**src/rtl/sgdmac_axi_sram_slave.sv**
```systemverilog
// AXI3 slave that terminates the SGDMAC master port onto a single-port synchronous SRAM.
// One burst in flight at a time; round-robin between read and write when both request together.
module sgdmac_axi_sram_slave #(
  parameter int MEM_AW = 10
) (
  input  logic              clk,
  input  logic              rst_n,
  input  logic [3:0]        awid_i,
  input  logic [31:0]       awaddr_i,
  input  logic [3:0]        awlen_i,
  input  logic [2:0]        awsize_i,
  input  logic [1:0]        awburst_i,
  input  logic              awvalid_i,
  output logic              awready_o,
  input  logic [3:0]        wid_i,
  input  logic [31:0]       wdata_i,
  input  logic [3:0]        wstrb_i,
  input  logic              wlast_i,
  input  logic              wvalid_i,
  output logic              wready_o,
  output logic [3:0]        bid_o,
  output logic [1:0]        bresp_o,
  output logic              bvalid_o,
  input  logic              bready_i,
  input  logic [3:0]        arid_i,
  input  logic [31:0]       araddr_i,
  input  logic [3:0]        arlen_i,
  input  logic [2:0]        arsize_i,
  input  logic [1:0]        arburst_i,
  input  logic              arvalid_i,
  output logic              arready_o,
  output logic [3:0]        rid_o,
  output logic [31:0]       rdata_o,
  output logic [1:0]        rresp_o,
  output logic              rlast_o,
  output logic              rvalid_o,
  input  logic              rready_i,
  output logic              mem_cs_o,
  output logic              mem_we_o,
  output logic [MEM_AW-1:0] mem_addr_o,
  output logic [31:0]       mem_wdata_o,
  output logic [3:0]        mem_be_o,
  input  logic [31:0]       mem_rdata_i
);

  typedef enum logic [2:0] {
    S_IDLE,
    S_WR_DATA,
    S_WR_RESP,
    S_RD_REQ,
    S_RD_DATA
  } state_e;

  localparam logic [1:0] RESP_OKAY   = 2'b00;
  localparam logic [1:0] RESP_SLVERR = 2'b10;
  localparam logic [2:0] SIZE_WORD   = 3'b010;

  state_e            state_q, state_d;
  logic [3:0]        id_q, id_d;
  logic [MEM_AW-1:0] addr_q, addr_d;
  logic [3:0]        len_q, len_d;
  logic [3:0]        cnt_q, cnt_d;
  logic              err_q, err_d;
  logic              incr_q, incr_d;
  logic              grant_rd_q, grant_rd_d;   // 1 = read was granted last

  logic              mem_req;
  logic              last_beat;
  logic [MEM_AW-1:0] addr_next;
  logic              aw_legal, ar_legal;

  // Signals that the protocol carries but this slave deliberately ignores.
  logic unused_bits;
  assign unused_bits = ^{wid_i, awaddr_i[31:MEM_AW+2], awaddr_i[1:0],
                         araddr_i[31:MEM_AW+2], araddr_i[1:0]};

  assign last_beat = (cnt_q == len_q);
  assign addr_next = incr_q ? addr_q + MEM_AW'(1) : addr_q;
  assign aw_legal  = (awsize_i == SIZE_WORD) && !awburst_i[1];
  assign ar_legal  = (arsize_i == SIZE_WORD) && !arburst_i[1];

  // A strobe raised in the reset cycle must not reach the SRAM.
  assign mem_cs_o = mem_req & rst_n;

  always_comb begin
    // NOTE: every comb output gets a default first so no path can infer a latch.
    state_d     = state_q;
    id_d        = id_q;
    addr_d      = addr_q;
    len_d       = len_q;
    cnt_d       = cnt_q;
    err_d       = err_q;
    incr_d      = incr_q;
    grant_rd_d  = grant_rd_q;
    awready_o   = 1'b0;
    arready_o   = 1'b0;
    wready_o    = 1'b0;
    bvalid_o    = 1'b0;
    bid_o       = '0;
    bresp_o     = RESP_OKAY;
    rvalid_o    = 1'b0;
    rid_o       = '0;
    rdata_o     = '0;
    rresp_o     = RESP_OKAY;
    rlast_o     = 1'b0;
    mem_req     = 1'b0;
    mem_we_o    = 1'b0;
    mem_addr_o  = addr_q;
    mem_wdata_o = '0;
    mem_be_o    = '0;

    unique case (state_q)
      S_IDLE: begin
        awready_o = awvalid_i & (~arvalid_i | grant_rd_q);
        arready_o = arvalid_i & (~awvalid_i | ~grant_rd_q);
        if (awready_o) begin
          id_d       = awid_i;
          addr_d     = awaddr_i[MEM_AW+1:2];
          len_d      = awlen_i;
          incr_d     = awburst_i[0];
          err_d      = ~aw_legal;
          cnt_d      = '0;
          grant_rd_d = 1'b0;
          state_d    = S_WR_DATA;
        end else if (arready_o) begin
          id_d       = arid_i;
          addr_d     = araddr_i[MEM_AW+1:2];
          len_d      = arlen_i;
          incr_d     = arburst_i[0];
          err_d      = ~ar_legal;
          cnt_d      = '0;
          grant_rd_d = 1'b1;
          state_d    = S_RD_REQ;
        end
      end

      S_WR_DATA: begin
        wready_o = 1'b1;
        if (wvalid_i) begin
          mem_req     = ~err_q;
          mem_we_o    = 1'b1;
          mem_be_o    = wstrb_i;
          mem_wdata_o = wdata_i;
          addr_d      = addr_next;
          // The beat count, not wlast, ends the burst; a disagreement only flags the error.
          if (wlast_i != last_beat) err_d = 1'b1;
          if (last_beat) begin
            cnt_d   = '0;
            state_d = S_WR_RESP;
          end else begin
            cnt_d = cnt_q + 4'd1;
          end
        end
      end

      S_WR_RESP: begin
        bvalid_o = 1'b1;
        bid_o    = id_q;
        bresp_o  = err_q ? RESP_SLVERR : RESP_OKAY;
        if (bready_i) state_d = S_IDLE;
      end

      S_RD_REQ: begin
        mem_req = ~err_q;
        addr_d  = addr_next;
        state_d = S_RD_DATA;
      end

      S_RD_DATA: begin
        rvalid_o = 1'b1;
        rid_o    = id_q;
        rlast_o  = last_beat;
        rdata_o  = err_q ? '0 : mem_rdata_i;
        rresp_o  = err_q ? RESP_SLVERR : RESP_OKAY;
        if (rready_i) begin
          if (last_beat) begin
            cnt_d   = '0;
            state_d = S_IDLE;
          end else begin
            // Prefetch the next beat so the SRAM data lands as this one retires.
            mem_req = ~err_q;
            addr_d  = addr_next;
            cnt_d   = cnt_q + 4'd1;
          end
        end
      end

      default: state_d = S_IDLE;
    endcase
  end

  always_ff @(posedge clk) begin
    // NOTE: sequential state uses non-blocking assignments only, so every flop sees pre-edge values.
    if (!rst_n) begin
      state_q    <= S_IDLE;
      id_q       <= '0;
      addr_q     <= '0;
      len_q      <= '0;
      cnt_q      <= '0;
      err_q      <= 1'b0;
      incr_q     <= 1'b0;
      grant_rd_q <= 1'b0;
    end else begin
      state_q    <= state_d;
      id_q       <= id_d;
      addr_q     <= addr_d;
      len_q      <= len_d;
      cnt_q      <= cnt_d;
      err_q      <= err_d;
      incr_q     <= incr_d;
      grant_rd_q <= grant_rd_d;
    end
  end

endmodule

```
**config.mk**
```make
export PLATFORM = sky130hd
export DESIGN_NAME = sgdmac_axi_sram_slave
export DESIGN_NICKNAME = d
export VERILOG_FILES = /design/src/rtl/sgdmac_axi_sram_slave.sv
export SDC_FILE = /design/constraint.sdc
export NUM_CORES = 1
export LEC_CHECK = 0
export ABC_AREA = 1
export CELL_PAD_IN_SITES_DETAIL_PLACEMENT = 0
export CELL_PAD_IN_SITES_GLOBAL_PLACEMENT = 1
export CORE_UTILIZATION = 16
export DETAILED_ROUTE_END_ITERATION = 12
export MAX_ROUTING_LAYER = met4
export PLACE_DENSITY = 0.89
export SYNTH_ARGS = -nofsm -noshare
export SYNTH_HDL_FRONTEND = slang
export SYNTH_SLANG_ARGS = --single-unit
export TNS_END_PERCENT = 100
```
**constraint.sdc**
```tcl
create_clock -name clk -period 1.89 [get_ports clk]
set_input_delay 0.189 -clock clk [delete_from_list [all_inputs] [get_ports clk]]
set_output_delay 0.189 -clock clk [all_outputs]
set_load 0.02 [all_outputs]
```
==> flow_metrics.env, run 1 <==
export IMPL_yosysTopAreaCellShare_pct=27.7
export IMPL_via_count=3633
export IMPL_drt_pass1_iterations=5
export IMPL_cp_max_fo=5
export IMPL_ys_seq_area_share_pct=22.2
export IMPL_die_y_um=128
export IMPL_p_per_area_nw_per_um2=970
export IMPL_clkLatencyLatePin_ns=0.27
export IMPL_p_clk_share_pct=13.0
export IMPL_fp_coreArea_um2=15300
export IMPL_fmax_mhz=555
export IMPL_ys_warnings_count=0
export IMPL_drv_slew=0
export IMPL_fin_crit_sh_pct=95.3
export IMPL_crit_type="reg -> out"
export IMPL_syn_mean_instance_area_um2=5.24
export IMPL_cts_buffers=3
export IMPL_final_cells=916
export IMPL_grt_max_degree=40
export IMPL_ys_top_cells_by_area="nand2_1 28%, dfxtp_1 22%, nor2_1 17%"
export IMPL_nNetsFinal=878
export IMPL_startpoint_type="flop"
export IMPL_drc=0
export IMPL_async_flop_share_pct=0
export IMPL_fillers=1754
export IMPL_vias_per_cell=3.97
export IMPL_layout_drive_gt1_share_pct=8.09
export IMPL_std_cell_rows=45
export IMPL_ctsHoldBuffers=0
export IMPL_switching_share_pct=48.1
export IMPL_start_util_pct=16.5
export IMPL_yosysTopAreaCell="nand2_1"
export IMPL_critPathArrivalTime_ns=1.61
export IMPL_p_switching_mw=2.41
export IMPL_ctsHtreeMaxLevel=1
export IMPL_drtIter0Drc=120
export IMPL_ys_types=32
export IMPL_max_cap_viol_count=0
export IMPL_irDropWorstVdd_mv=0.507
export IMPL_cts_tree="done"
export IMPL_final_common_cell="nand2_1"
export IMPL_leakagePower_nw=2.65
export IMPL_min_path_type="reg -> reg"
export IMPL_dp_hpwl_um=8570
export IMPL_ios=268
export IMPL_combPwrFrac_pct=66.5
export IMPL_grt_first_pass_wirelength_um=16600
export IMPL_globalplace_congestion=0.802
export IMPL_clock_root_buffer="clkbuf_16"
export IMPL_synth_edf_count=0
export IMPL_area_growth_pct=104
export IMPL_post_drt_wl_per_cell_um=11.8
export IMPL_dieWidth_um=128
export IMPL_dp_cells=912
export IMPL_diodes=0
export IMPL_cts_sinks=28
export IMPL_syn_inst=482
export IMPL_postCtsSetupRepairBufs=0
export IMPL_fin_skew_ns=0.00929
export IMPL_finish_utilization_pct=33.7
export IMPL_antenna_found_initial=0
export IMPL_ys_flop_type="dfxtp_1"
export IMPL_internal_power_mw=2.60
export IMPL_min_path_cells=2
export IMPL_portBuffers=217
export IMPL_synth_seq_cells=28
export IMPL_grt_pass1_vias=3333
export IMPL_overflow=0
export IMPL_setup_viol=0
export IMPL_hold_viol=0
export IMPL_clockBufferDepth=2
export IMPL_seq_power_share_pct=20.5
export IMPL_r2r_cells=9
export IMPL_cts_resized=91
export IMPL_grt_total_usage_pct=13.0
export IMPL_clk_transition_reported_paths_ns=0.08
export IMPL_wl_um=10800
export IMPL_ant_nets=0
export IMPL_syn_area_um2=2520
export IMPL_worstSetupEndpointType="output port"
export IMPL_die_area_um2=16300
export IMPL_fin_crit_ns=1.80
export IMPL_mostFrequentLayoutCells="186 x nand2_1, 131 x clkdlybuf4s50_1, 109 x nor2_1"
export IMPL_outcome="finished clean"
export IMPL_cp_required_ns=1.70
## cells by family (layout without fill, tap and decap cells)
| group | after synthesis | count (layout) | synth area share (%) |
|---|---|---|---|
| buf+inv | 67 | 289 | 10.7 |
| fa+ha+maj | 2 | 2 | 0.991 |
| simple gates | 327 | 327 | 52.6 |
| other cells | 1 | 2 | 0.149 |
| flops | 28 | 28 | 22.2 |
| xor+xnor | 4 | 4 | 1.39 |
| compound gates | 53 | 53 | 11.9 |
## layout make-up
| cell class | instances | area (um^2) | share of cell area [%] |
|---|---|---|---|
| Sequential cell | 28 | 562 | 10.9 |
| Clock inverter | 1 | 30.0 | 0.582 |
| Tap cell | 211 | 264 | 5.12 |
| Inverter | 41 | 158 | 3.06 |
| Multi-Input combinational cell | 388 | 1730 | 33.5 |
| Timing Repair Buffer | 244 | 2340 | 45.4 |
| Clock buffer | 3 | 75.1 | 1.45 |
## power by group through the flow
stage          Sequential (mW)  Combinational [mW]  Clock [mW]
4_1_cts                   1.02                3.32       0.670
6_report                  1.03                3.33       0.650
3_5_place_dp              1.03                3.41           0
3_3_place_gp              1.02                3.39           0
2_1_floorplan             1.11                1.87           0
5_1_grt                   1.06                3.70       0.689
## synth_stat cells, types with 4 or more instances
cell / instances
a21oi_1: 13
nor2_1: 111
buf_1: 4
clkbuf_1: 13
nand2_1: 186
buf_2: 6
nand3_1: 14
dfxtp_1: 28
inv_1: 37
o21ai_0: 23
a31oi_1: 10
## per-stage QoR
stage | hold WS (ns) | power (mW) | instance area (um^2) | TNS, ns | setup WS (ns)
after floorplan | 0.350 | 2.98 | 2530 | 0 | 0.186
after global placement | 0.471 | 4.41 | 5120 | -2.21 | -0.129
after detailed placement | 0.478 | 4.44 | 5120 | -2.47 | -0.195
after CTS | 0.490 | 5.02 | 5140 | 0 | 0.0112
after global routing | 0.512 | 5.45 | 5160 | -0.0106 | -0.0106
final | 0.492 | 5.00 | 5160 | 0 | 0.0897
## metal layers
layer  vias up  routed length, um  global-route usage [%]
met5         -                  0                       -
met4         0                 65                    2.28
met3         2                408                   0.838
met2       113               5300                    22.4
met1      1597               5010                    17.0
li1       1921                  -                       -
## state kept, by name, indices dropped and copies added, names as in the netlist
| signal | cells |
|---|---|
| cnt_q | 4 |
| err_q | 1 |
| grant_rd_q | 1 |
| id_q | 4 |
| incr_q | 1 |
| len_q | 4 |
| mem_addr_o | 10 |
| state_q | 3 |
## path summary, 6_finish.rpt
path              slack [ns]  startpoint       endpoint
setup / recovery        0.09  state_q[2]       mem_we_o
hold / removal          0.49  grant_rd_q     grant_rd_q
setup reg to reg        0.18  state_q[2]  mem_addr_o[2]
hold reg to reg         0.49  grant_rd_q     grant_rd_q
## critical path, cell delays in order, from the launching register on
cell and delay, ns:
dfxtp_1 0.33, inv_1 0.17, nand3_4 0.15, inv_1 0.10, nand2_1 0.09, buf_4 0.14
inv_1 0.05, dlygate4sd2_1 0.32
Power figures use the tool's default switching activity.
==> run 2: changes to the inputs <==
- RECOVER_POWER: not set -> 50
==> run 2 against run 1 <==
Sequential power is essentially flat. Hold slack about the same. Non-clock buffer count unchanged. Critical path depth unchanged. Critical path type unchanged.
==> flow_metrics.env, run 2 (synthesis gave the netlist of run 1 again) <==
export IMPL_outcome="finished clean"
export IMPL_p_per_area_nw_per_um2=963
export IMPL_std_cell_rows=45
export IMPL_dpl_cell_area_um2=5120
export IMPL_max_cap_viol_count=0
export IMPL_crit_chain="inv_1, nand3_4, inv_1, nand2_1, buf_4, inv_1, dlygate4sd2_1"
export IMPL_drtIter0Drc=134
export IMPL_critPathMaxStageDelay_ns=0.33
export IMPL_ios=268
export IMPL_grt_first_pass_wirelength_um=16600
export IMPL_mostFrequentLayoutCells="187 x nand2_1, 121 x clkdlybuf4s50_1, 109 x nor2_1"
export IMPL_ctsHtreeMaxLevel=1
export IMPL_clock_root_buffer="clkbuf_16"
export IMPL_antenna_found_initial=0
export IMPL_clkLatencyLatePin_ns=0.27
export IMPL_slowest_stage="dfxtp_1"
export IMPL_fp_coreArea_um2=15300
export IMPL_critPathArrivalTime_ns=1.61
export IMPL_globalplace_congestion=0.802
export IMPL_area_growth_pct=103
export IMPL_critical_path_top_delay_family="buffers and inverters"
export IMPL_postCtsSetupRepairBufs=0
export IMPL_die_y_um=128
export IMPL_ant_nets=0
export IMPL_use_met1_pct=17.0
export IMPL_via_count=3623
export IMPL_setup_ws_ns=0.0864
export IMPL_fillers=1756
export IMPL_largest_register_ffs=10
export IMPL_layout_drive_gt1_share_pct=7.52
export IMPL_grt_busiest_layer="met2"
export IMPL_cts_tree="done"
export IMPL_drc=0
export IMPL_stdcell_area_um2=5130
export IMPL_grt_pass1_vias=3333
export IMPL_crit_type="reg -> out"
export IMPL_dieWidth_um=128
export IMPL_post_drt_wl_per_cell_um=11.8
export IMPL_hold_viol=0
export IMPL_grt_max_degree=40
export IMPL_die_area_um2=16300
export IMPL_crit_buf_inv=5
export IMPL_nNetsFinal=878
export IMPL_irDropWorstVdd_mv=0.507
export IMPL_wl_um=10800
export IMPL_clockBufferDepth=2
export IMPL_cts_buffers=3
export IMPL_dp_hpwl_um=8570
export IMPL_drt_pass1_iterations=6
export IMPL_fin_crit_ns=1.80
export IMPL_met3_usage_pct=0.838
export IMPL_grt_util_met2_pct=22.4
export IMPL_final_common_cell="nand2_1"
export IMPL_grt_total_usage_pct=13.0
export IMPL_vias_per_cell=3.96
export IMPL_fin_skew_ns=0.00967
export IMPL_place_worst_setup_slack_ns=-0.195
export IMPL_leakagePower_nw=2.63
export IMPL_worstSetupEndpointType="output port"
export IMPL_overflow=0
export IMPL_drv_slew=0
export IMPL_cp_max_fo=5
export IMPL_fin_crit_sh_pct=95.4
export IMPL_fmax_mhz=554
export IMPL_cts_sinks=28
export IMPL_diodes=0
export IMPL_crit_path_frequent_cell="inv_1"
export IMPL_min_path_type="reg -> reg"
export IMPL_start_util_pct=16.5
export IMPL_cp_required_ns=1.70
export IMPL_portBuffers=217
export IMPL_setup_viol=0
export IMPL_clk_transition_reported_paths_ns=0.08
export IMPL_startpoint_type="flop"
## run 2: cell types whose count changed in the layout (fill, tap and decap cells not counted), moves of 2 or more
| cell | previous run | this run |
|---|---|---|
| clkbuf_1 | 0 | 3 |
| dlymetal6s2s_1 | 2 | 0 |
| dlygate4sd3_1 | 0 | 10 |
| clkdlybuf4s50_1 | 131 | 121 |
## run 2: metal layers
metal / part of all wire [%] / up-vias / wire, um
met5: 0 / - / 0
met4: 0.60 / 0 / 65
met3: 4.0 / 2 / 428
met2: 49 / 111 / 5310
met1: 46 / 1587 / 4970
li1: - / 1923 / -
## run 2: worst reg2reg max path, stage by stage, from the launching register on
cell	delay [ns]
dfxtp_1	0.37
inv_1	0.13
nand3_1	0.14
nand3_2	0.10
buf_4	0.19
a21boi_2	0.23
inv_2	0.09
nor2_8	0.20
nand2_1	0.07
a21oi_1	0.12
## run 2: metrics by stage
step | cells | hold WS, ns | utilization (%) | power, mW | setup TNS (ns)
CTS | 916 | 0.490 | 33.6 | 5.02 | 0
finish | 916 | 0.492 | 33.5 | 4.94 | 0
detailed placement | 912 | 0.478 | 33.5 | 4.44 | -2.47
global route | 916 | 0.512 | 33.5 | 5.39 | -0.0106
floorplan | 483 | 0.350 | - | 2.98 | 0
global placement | 912 | 0.471 | 33.5 | 4.41 | -2.21
## run 2: layout make-up
type	count	area, um^2	area share [%]
Multi-Input combinational cell	388	1720	33.6
Sequential cell	28	562	11.0
Tap cell	211	264	5.15
Clock inverter	1	30.0	0.585
Clock buffer	3	75.1	1.46
Inverter	41	158	3.07
Timing Repair Buffer	244	2320	45.2
## run 2: path summary, 6_finish.rpt
check / start / to / slack [ns] / cells after the start
min reg2reg: grant_rd_q / grant_rd_q / 0.49 / 2
max reg2reg: state_q[2] / mem_addr_o[2] / 0.18 / 9
min: grant_rd_q / grant_rd_q / 0.49 / 2
max: state_q[2] / mem_we_o / 0.09 / 7
## run 2: where the power goes
group,internal (mW),switching (mW)
clock,0.423,0.227
sequential,0.816,0.204
combinational,1.31,1.96
## run 2: what timing repair did
action,CTS,global route
resized for setup,91,11
hold buffers,0,0
endpoints found under the setup margin,85,15
gates cloned,0,0
